[config.mk]
export PLATFORM = sky130hd
export DESIGN_NAME = seq_stage_controller_flat
export DESIGN_NICKNAME = d
export VERILOG_FILES = /design/src/rtl/seq_stage_controller_if.sv /design/src/rtl/seq_stage_controller.sv /design/src/flat_wrapper.sv
export SDC_FILE = /design/constraint.sdc
export NUM_CORES = 1
export LEC_CHECK = 0
export CAP_MARGIN = 10
export CORE_MARGIN = 2
export CORE_UTILIZATION = 30
export CTS_CLUSTER_DIAMETER = 100
export DETAILED_ROUTE_END_ITERATION = 8
export PLACE_DENSITY = 0.54
export SYNTH_ARGS = -nofsm -noshare
export SYNTH_HDL_FRONTEND = slang
export SYNTH_SLANG_ARGS = --single-unit
[constraint.sdc]
create_clock -name clock -period 2.8 [get_ports clock]
set_clock_uncertainty 0.15 [all_clocks]
set_input_delay 0.42 -clock clock [delete_from_list [all_inputs] [get_ports clock]]
set_output_delay 0.42 -clock clock [all_outputs]
set_load 0.01 [all_outputs]
[src/rtl/seq_stage_controller_if.sv]
// Stage strobes, decode status and data-memory handshake shared between
// the SEQ stage controller (master) and the datapath (slave).
interface seq_stage_controller_if;
  logic [3:0] icode;
  logic       instructionValid;
  logic       imem_error;
  logic       dmem_ack;
  logic       dmem_error;
  logic       fetch_en;
  logic       decode_en;
  logic       execute_en;
  logic       dmem_req;
  logic       writeback_en;
  logic       pc_en;

  modport master (
    input  icode, instructionValid, imem_error, dmem_ack, dmem_error,
    output fetch_en, decode_en, execute_en, dmem_req, writeback_en, pc_en
  );

  modport slave (
    output icode, instructionValid, imem_error, dmem_ack, dmem_error,
    input  fetch_en, decode_en, execute_en, dmem_req, writeback_en, pc_en
  );
endinterface

[src/rtl/seq_stage_controller.sv]
// Multi-cycle SEQ Y86-64 sequencer: walks fetch..PC update one instruction at a
// time, issuing one-cycle stage strobes and tracking processor status.
module seq_stage_controller #(
  parameter int MEM_TIMEOUT = 16,
  parameter int CNT_W       = 32
) (
  input  logic                  clock,
  input  logic                  reset_n,
  input  logic                  start,
  input  logic                  clear,
  seq_stage_controller_if.master bus,
  output logic [2:0]            stat,
  output logic                  halted,
  output logic [CNT_W-1:0]      cycle_count,
  output logic [CNT_W-1:0]      instr_count
);

  typedef enum logic [2:0] {
    IDLE, FETCH, DECODE, EXECUTE, MEMORY, WRITEBACK, PCUPDATE, HALT
  } state_t;

  localparam logic [2:0] STAT_AOK = 3'd1;
  localparam logic [2:0] STAT_HLT = 3'd2;
  localparam logic [2:0] STAT_ADR = 3'd3;
  localparam logic [2:0] STAT_INS = 3'd4;
  localparam logic [7:0] WAIT_LAST = 8'(MEM_TIMEOUT - 1);

  state_t     state, next_state;
  logic [2:0] next_stat;
  logic [7:0] wait_cnt;

  always_ff @(posedge clock or negedge reset_n) begin
    if (!reset_n) begin
      state       <= IDLE;
      stat        <= STAT_AOK;
      wait_cnt    <= '0;
      cycle_count <= '0;
      instr_count <= '0;
    end else begin
      state <= next_state;
      stat  <= next_stat;
      // Only MEMORY advances the wait counter, so it is always zero on entry.
      wait_cnt <= (state == MEMORY) ? wait_cnt + 8'd1 : 8'd0;
      if (state != IDLE && state != HALT)
        cycle_count <= cycle_count + CNT_W'(1);
      if (state == PCUPDATE)
        instr_count <= instr_count + CNT_W'(1);
    end
  end

  always_comb begin
    next_state = state;
    next_stat  = stat;
    case (state)
      IDLE:      if (start) next_state = FETCH;
      FETCH:     next_state = DECODE;
      DECODE: begin
        if (bus.imem_error) begin
          next_state = HALT;
          next_stat  = STAT_ADR;
        end else if (!bus.instructionValid) begin
          next_state = HALT;
          next_stat  = STAT_INS;
        end else if (bus.icode == 4'h0) begin
          next_state = HALT;
          next_stat  = STAT_HLT;
        end else begin
          next_state = EXECUTE;
        end
      end
      EXECUTE: begin
        case (bus.icode)
          4'h4, 4'h5, 4'h8, 4'h9, 4'hA, 4'hB: next_state = MEMORY;
          default:                            next_state = WRITEBACK;
        endcase
      end
      MEMORY: begin
        // An ack arriving on the last allowed cycle beats the timeout.
        if (bus.dmem_ack) begin
          if (bus.dmem_error) begin
            next_state = HALT;
            next_stat  = STAT_ADR;
          end else begin
            next_state = WRITEBACK;
          end
        end else if (wait_cnt == WAIT_LAST) begin
          next_state = HALT;
          next_stat  = STAT_ADR;
        end
      end
      WRITEBACK: next_state = PCUPDATE;
      PCUPDATE:  next_state = FETCH;
      HALT: begin
        if (clear) begin
          next_state = IDLE;
          next_stat  = STAT_AOK;
        end
      end
      default:   next_state = IDLE;
    endcase
  end

  assign bus.fetch_en     = (state == FETCH);
  assign bus.decode_en    = (state == DECODE);
  assign bus.execute_en   = (state == EXECUTE);
  assign bus.dmem_req     = (state == MEMORY);
  assign bus.writeback_en = (state == WRITEBACK);
  assign bus.pc_en        = (state == PCUPDATE);
  assign halted           = (state == HALT);

endmodule

[src/flat_wrapper.sv]
// flat-port wrapper written by rule: the top's interface ports become plain ports
module seq_stage_controller_flat 
#(
  parameter int MEM_TIMEOUT = 16,
  parameter int CNT_W       = 32
)
  (clock, reset_n, start, clear, stat, halted, cycle_count, instr_count, bus_icode, bus_instructionValid, bus_imem_error, bus_dmem_ack, bus_dmem_error, bus_fetch_en, bus_decode_en, bus_execute_en, bus_dmem_req, bus_writeback_en, bus_pc_en);
  seq_stage_controller_if bus_i ();
  input  logic clock;
  input  logic reset_n;
  input  logic start;
  input  logic clear;
  output logic [2:0] stat;
  output logic halted;
  output logic [CNT_W-1:0] cycle_count;
  output logic [CNT_W-1:0] instr_count;
  input wire logic [$bits(bus_i.icode)-1:0] bus_icode;
  input wire logic [$bits(bus_i.instructionValid)-1:0] bus_instructionValid;
  input wire logic [$bits(bus_i.imem_error)-1:0] bus_imem_error;
  input wire logic [$bits(bus_i.dmem_ack)-1:0] bus_dmem_ack;
  input wire logic [$bits(bus_i.dmem_error)-1:0] bus_dmem_error;
  output wire logic [$bits(bus_i.fetch_en)-1:0] bus_fetch_en;
  output wire logic [$bits(bus_i.decode_en)-1:0] bus_decode_en;
  output wire logic [$bits(bus_i.execute_en)-1:0] bus_execute_en;
  output wire logic [$bits(bus_i.dmem_req)-1:0] bus_dmem_req;
  output wire logic [$bits(bus_i.writeback_en)-1:0] bus_writeback_en;
  output wire logic [$bits(bus_i.pc_en)-1:0] bus_pc_en;
  assign bus_i.icode = bus_icode;
  assign bus_i.instructionValid = bus_instructionValid;
  assign bus_i.imem_error = bus_imem_error;
  assign bus_i.dmem_ack = bus_dmem_ack;
  assign bus_i.dmem_error = bus_dmem_error;
  assign bus_fetch_en = bus_i.fetch_en;
  assign bus_decode_en = bus_i.decode_en;
  assign bus_execute_en = bus_i.execute_en;
  assign bus_dmem_req = bus_i.dmem_req;
  assign bus_writeback_en = bus_i.writeback_en;
  assign bus_pc_en = bus_i.pc_en;
  seq_stage_controller #(.MEM_TIMEOUT(MEM_TIMEOUT), .CNT_W(CNT_W)) u_core (.clock(clock), .reset_n(reset_n), .start(start), .clear(clear), .bus(bus_i), .stat(stat), .halted(halted), .cycle_count(cycle_count), .instr_count(instr_count));
endmodule
# --- After elaboration in Yosys (flattened, before gate mapping) ---
# Index checks and enable logic that the tools add are counted.
totals:
  input_bits: 12
  register_bits: 78
classes:
  mux: 19
  n_reduce_logical: 8
  eq_ne: 20
  n_addsub: 3
op_table:
  columns: ["operator", "n"]
  rows:
  - ["32-bit by 1-bit adder with 32-bit output (second input constant)", 2]
  - ["3-bit 2-to-1 mux", 14]
  - ["3-bit case mux with 8 select lines", 1]
  - ["4-bit == test (second input constant)", 4]
  - ["3-bit == test (second input constant)", 4]
  - ["3-bit case mux with 3 select lines", 1]
  - ["8-bit by 1-bit adder with 8-bit output (second input constant)", 1]
  - ["4-bit by 3-bit == test with 1-bit output (second input constant)", 2]
  - ["8-bit by 4-bit == test with 1-bit output (second input constant)", 1]
  - ["8-bit 2-to-1 mux", 1]
  - ["3-bit by 2-bit == test with 1-bit output (second input constant)", 2]
  - ["3-bit != test (second input constant)", 2]
  - ["3-bit nonzero test", 2]
  - ["6-bit OR reduction", 1]
  - ["5-bit AND reduction", 1]
  - ["4-bit zero test", 1]
  - ["2-bit != test (second input constant)", 2]
  - ["4-bit by 3-bit != test with 1-bit output (second input constant)", 1]
  - ["3-bit by 1-bit == test with 1-bit output (second input constant)", 1]
  - ["3-bit zero test", 1]
  - ["3-bit by 2-bit != test with 1-bit output (second input constant)", 1]
  - ["3-bit AND reduction", 1]
  - ["2-bit 2-to-1 mux", 1]
  - ["1-bit logical AND", 1]
  - ["1-bit 2-to-1 mux", 1]

# --- Logic depth before layout (Yosys ltp) ---
logic_depth:
  depth_word: 5
  mapped_depth: 8
  depth_no_buf: 6

# --- Worst setup path after synthesis ---
# No wires, ideal clock.
synth_path:
  path_kind: "register to register"
  start: "reg u_core.state[1]"
  end: "reg u_core.stat[1]"
  setup_slack_ns: 0.895
  stages_incl_launch_ff: 7
  arrival_time_ns: 1.627
  setup_time_ns: 0.128
  path_buffers: 1
  cell_sequence: "dfrtp_1 > buf_4 > inv_1 > nor3_1 > nand2_1 > a21oi_2 > mux2_1"
synth_via:
  elab_chain_cells: 3
  elab_cells_between_ends: 10
  cone_classes: "eq/ne (7); mux (1); reduce/logical (2)"
synth_rtl:
  columns: ["item", "line_no", "rtl"]
  rows:
  - ["start, declared", "seq_stage_controller.sv:28", "state_t state, next_state;"]
  - ["start signal, assigned", "seq_stage_controller.sv:40", "state <= next_state;"]
  - ["3-bit by 2-bit == test with 1-bit output (*)", null, null]
  - ["net bus_decode_en", "flat_wrapper.sv:23", "output wire logic [$bits(bus_i.decode_en)-1:0] bus_decode_en;"]
  - ["4-bit by 3-bit != test with 1-bit output (no line) or 3-bit nonzero test (tied branches)", null, null]
  - ["5-bit AND reduction (no line)", null, null]
  - ["end signal, assigned", "seq_stage_controller.sv:41", "stat <= next_stat;"]
  - ["end, declared", "seq_stage_controller.sv:12", "output logic [2:0] stat,"]
# The timed path passes the listed nets; every way through them passes the cells marked *.
# A chain may end at the register's enable or synchronous reset.

# --- Final worst setup path ---
layout_path:
  start: "reg u_core.state[2]"
  end: "out bus_dmem_req"
layout_via:
  elab_chain_cells: 1
layout_rtl:
  columns: ["item", "line_no", "rtl"]
  rows:
  - ["3-bit == test", "seq_stage_controller.sv:106", "assign bus.dmem_req = (state == MEMORY);"]
  - ["end, declared", "flat_wrapper.sv:25", "output wire logic [$bits(bus_i.dmem_req)-1:0] bus_dmem_req;"]
# No other way between the ends.

==> impl_metrics.py <==
metrics = {
    "status": {
        "run_status": "complete, no violations",
    },
    "critical_path": {
        "crit_family": "buffers and inverters",
        "critPathKind": "reg2out",
        "cp_max_fo": 18,
        "worst_setup_path_end_kind": "primary output",
        "crit_path_cell_trace": "or3b_1 > inv_1 > clkdlybuf4s50_1",
        "timing.critical_path.from_type": "flip-flop",
        "cp_data_arrival_time_ps": 2050,
        "worst-path-buf-inv": 2,
        "slowest_delay_ps": 630,
        "worst-endpoint-required_ps": 2230,
        "cell_at_the_slowest_stage_of_the_critical_path": "dfrtp_1",
    },
    "die": {
        "floorplan.initialDensity": 0.3064,
        "die_h_um": 114.8,
        "die-area_sq_um": 13170,
        "io_pins": 86,
        "std_cell_rows": 40,
        "die_width_um": 114.8,
        "design.core.area_sq_um": 12010,
    },
    "timing": {
        "hold_slack_ps": 309.9,
        "setup-tns-final_ps": 0,
        "tightestPinTransition_ps": 579.0,
        "grt_setup_unrepaired": "false",
        "finalHoldViolations": 0,
        "final_period_minus_worst_setup_slack_ps": 2619,
        "setup_viol": 0,
        "final_min_period_over_clock_period": 0.9353,
        "timing_max_transition_violations_final": 0,
        "timing.fmax_ghz": 0.3818,
        "timing.max_slew.rel_slack": 0.6110,
    },
    "logic_synthesis": {
        "synth-xor-area-share": 0.1618,
        "simple_gate_area_share_of_the_yosys_netlist": 0.2319,
        "yosysWarnings": 0,
        "synthesis.nets": 353,
        "synth-seq-area-share": 0.5308,
        "post_synth_instance_area_sq_um": 3680,
        "synth_top_family_by_area": "simple AND/OR/NAND/NOR gates",
        "post_synth_num_cell_types": 45,
        "yosys.area_share.adder": 0.01020,
        "post_synth.cell_area_avg_sq_um": 10.89,
        "ys_ff_latch": 78,
        "synthCells": 338,
        "muxShareOfSynthArea": 0.01224,
        "synth_compound_area_frac": 0.02516,
    },
    "place": {
        "last_weighted_congestion_value_of_the_routability_driven_placer": 0.7794,
        "placement.io_buffers": 85,
        "detailedPlacementHpwl_um": 5707,
        "dp.cells": 565,
    },
    "drt": {
        "drt-total-wl_um": 7829,
        "detail_route.first_pass.iterations": 4,
        "drt_drc_violations_left": 0,
        "wirelength_per_cell_um": 13.45,
        "detailroute.via_count": 2713,
        "drt_iter0_drc": 124,
        "postRouteAntennaNets": 0,
        "via_per_inst": 4.662,
    },
    "power_and_ir_drop": {
        "leak_nw": 2.174,
        "ir_worst_vdd_v": 0.0002989,
        "power_per_cell_area_nw_per_um2": 712.5,
    },
    "cts": {
        "cts_buffer_count": 9,
        "clk_pin_slew_ps": 60,
        "cts-root-to-sink-buffers": 2,
        "worstSkewPairLatency_ps": 340,
        "cts_tree": "done",
        "clock-sinks": 78,
        "root_buffer": "clkbuf_16",
        "clock_tree.htree_level_count": 3,
        "post-cts-setup-buffer-count": 0,
    },
    "final_layout": {
        "finish.cell_count_without_fillers": 582,
        "mostFrequentLayoutCell": "clkdlybuf4s50_1",
        "layout-area-overhead-vs-synth_pct": 35.19,
        "final_layout_size_suffix_gt1_frac": 0.06667,
        "most-common-layout-cells": "84 x clkdlybuf4s50_1, 77 x dfrtp_1, 42 x xnor2_1, 33 x nand2_1, 31 x nor2_1",
        "design.final.nets": 445,
        "antenna-diode-count": 0,
    },
    "worst_hold_path": {
        "hold_path.class": "reg2reg",
    },
    "grt": {
        "grt_peak_use_layer": "met2",
        "met1_usage": 0.1710,
        "groute.usage.overall": 0.1272,
        "globalRouteOverflowTotal": 0,
        "first_global_vias": 2710,
        "groute.layer.met2.usage": 0.1882,
        "wire_length_of_the_first_global_routing_pass_um": 13170,
        "pin_count_of_the_biggest_net_entering_global_routing": 44,
        "antenna_found_initial": 0,
        "grt_util_met3": 0.03848,
    },
    "flow_run": {
        "number_of_maximum_capacitance_constraint_violations": 0,
    },
}
[registers in the layout, indices dropped and copies added (netlist names)]
signal / cells
u_core.wait_cnt: 8
u_core.state: 3
u_core.cycle_count: 32
u_core.stat: 3
u_core.instr_count: 32
[power by group]
part	switching, W	internal [W]	total (W)
sequential	0.000217	0.00127	0.00149
combinational	0.000425	0.000482	0.000907
clock	0.000433	0.000717	0.00115
[logic make-up after synthesis]
| kind of cell | after synthesis |
|---|---|
| AND/OR/NAND/NOR | 151 |
| flip-flops | 78 |
| XOR/XNOR | 68 |
| buffers and inverters | 19 |
| AO/OA/AOI/OAI | 15 |
| multiplexers | 4 |
| adder cells (fa/ha/maj) | 3 |
[area by class of cell]
cell class                 count  area [sq um]
fill                        1173          7037
sequential                    78          1953
multi-input combinational    241          1624
timing repair buffer          90         888.4
clock buffer                  15         257.7
tap                          147         183.9
inverter                      10         37.54
clock inverter                 1         30.03
[worst paths after layout]
kind / startpoint / end / slack (ps) / cells after the start
setup / recovery: u_core.state[2] / bus_dmem_req / 180 / 3
hold / removal: u_core.wait_cnt[0] / u_core.wait_cnt[0] / 310 / 1
setup reg to reg: u_core.state[0] / u_core.cycle_count[19] / 550 / 5
hold reg to reg: u_core.wait_cnt[0] / u_core.wait_cnt[0] / 310 / 1
max in group asynchronous: reset_n / u_core.instr_count[21] / 1320 / 3
min in group asynchronous: reset_n / u_core.wait_cnt[2] / 460 / 2
[synth_stat cells, drive strengths merged]
cell type | count | area [sq um]
a211o | 1 | 8.760
a211oi | 1 | 7.510
a21boi | 1 | 7.510
a21oi | 3 | 18.77
and2 | 4 | 25.02
and3 | 12 | 75.07
and3b | 1 | 8.760
and4 | 8 | 70.07
buf | 7 | 56.30
clkbuf | 2 | 8.750
dfrtp | 77 | 1927
dfstp | 1 | 26.28
ha | 3 | 37.54
inv | 10 | 37.54
mux2 | 4 | 45.04
nand2 | 33 | 123.9
nand2b | 1 | 6.260
nand3 | 19 | 95.09
nand3b | 2 | 15.01
nand4 | 14 | 108.9
nand4b | 1 | 8.760
nor2 | 31 | 116.4
nor2b | 1 | 6.260
nor3 | 15 | 100.1
nor3b | 2 | 31.28
nor4 | 3 | 33.78
o21ai | 7 | 35.03
o22ai | 1 | 6.260
o41ai | 1 | 8.760
or2 | 1 | 6.260
or3 | 1 | 6.260
or3b | 1 | 8.760
or4 | 1 | 7.510
xnor2 | 42 | 367.9
xor2 | 26 | 227.7
[through the flow]
stage               total power [W]  cell area, sq um  worst slack, ps  utilization
floorplan                  0.002005              3680            895.2            -
global placement           0.002411              4677            450.0       0.3894
detailed placement         0.002426              4677            427.3       0.3894
CTS                        0.003608              4975            156.6       0.4142
global route               0.003760              4975            35.73       0.4142
finish                     0.003544              4975            181.1       0.4142
[layer usage]
layer  vias up  wire length (um)
li1       1339                 -
met1      1297              3744
met2        66              3481
met3        11               464
met4         0               139
met5         -                 0
[timing repair]
item	in CTS	in global routing
hold buffers	1	0
endpoints found under the hold margin	40	0
gates resized for setup	0	0
(Power assumes the default switching activity.)
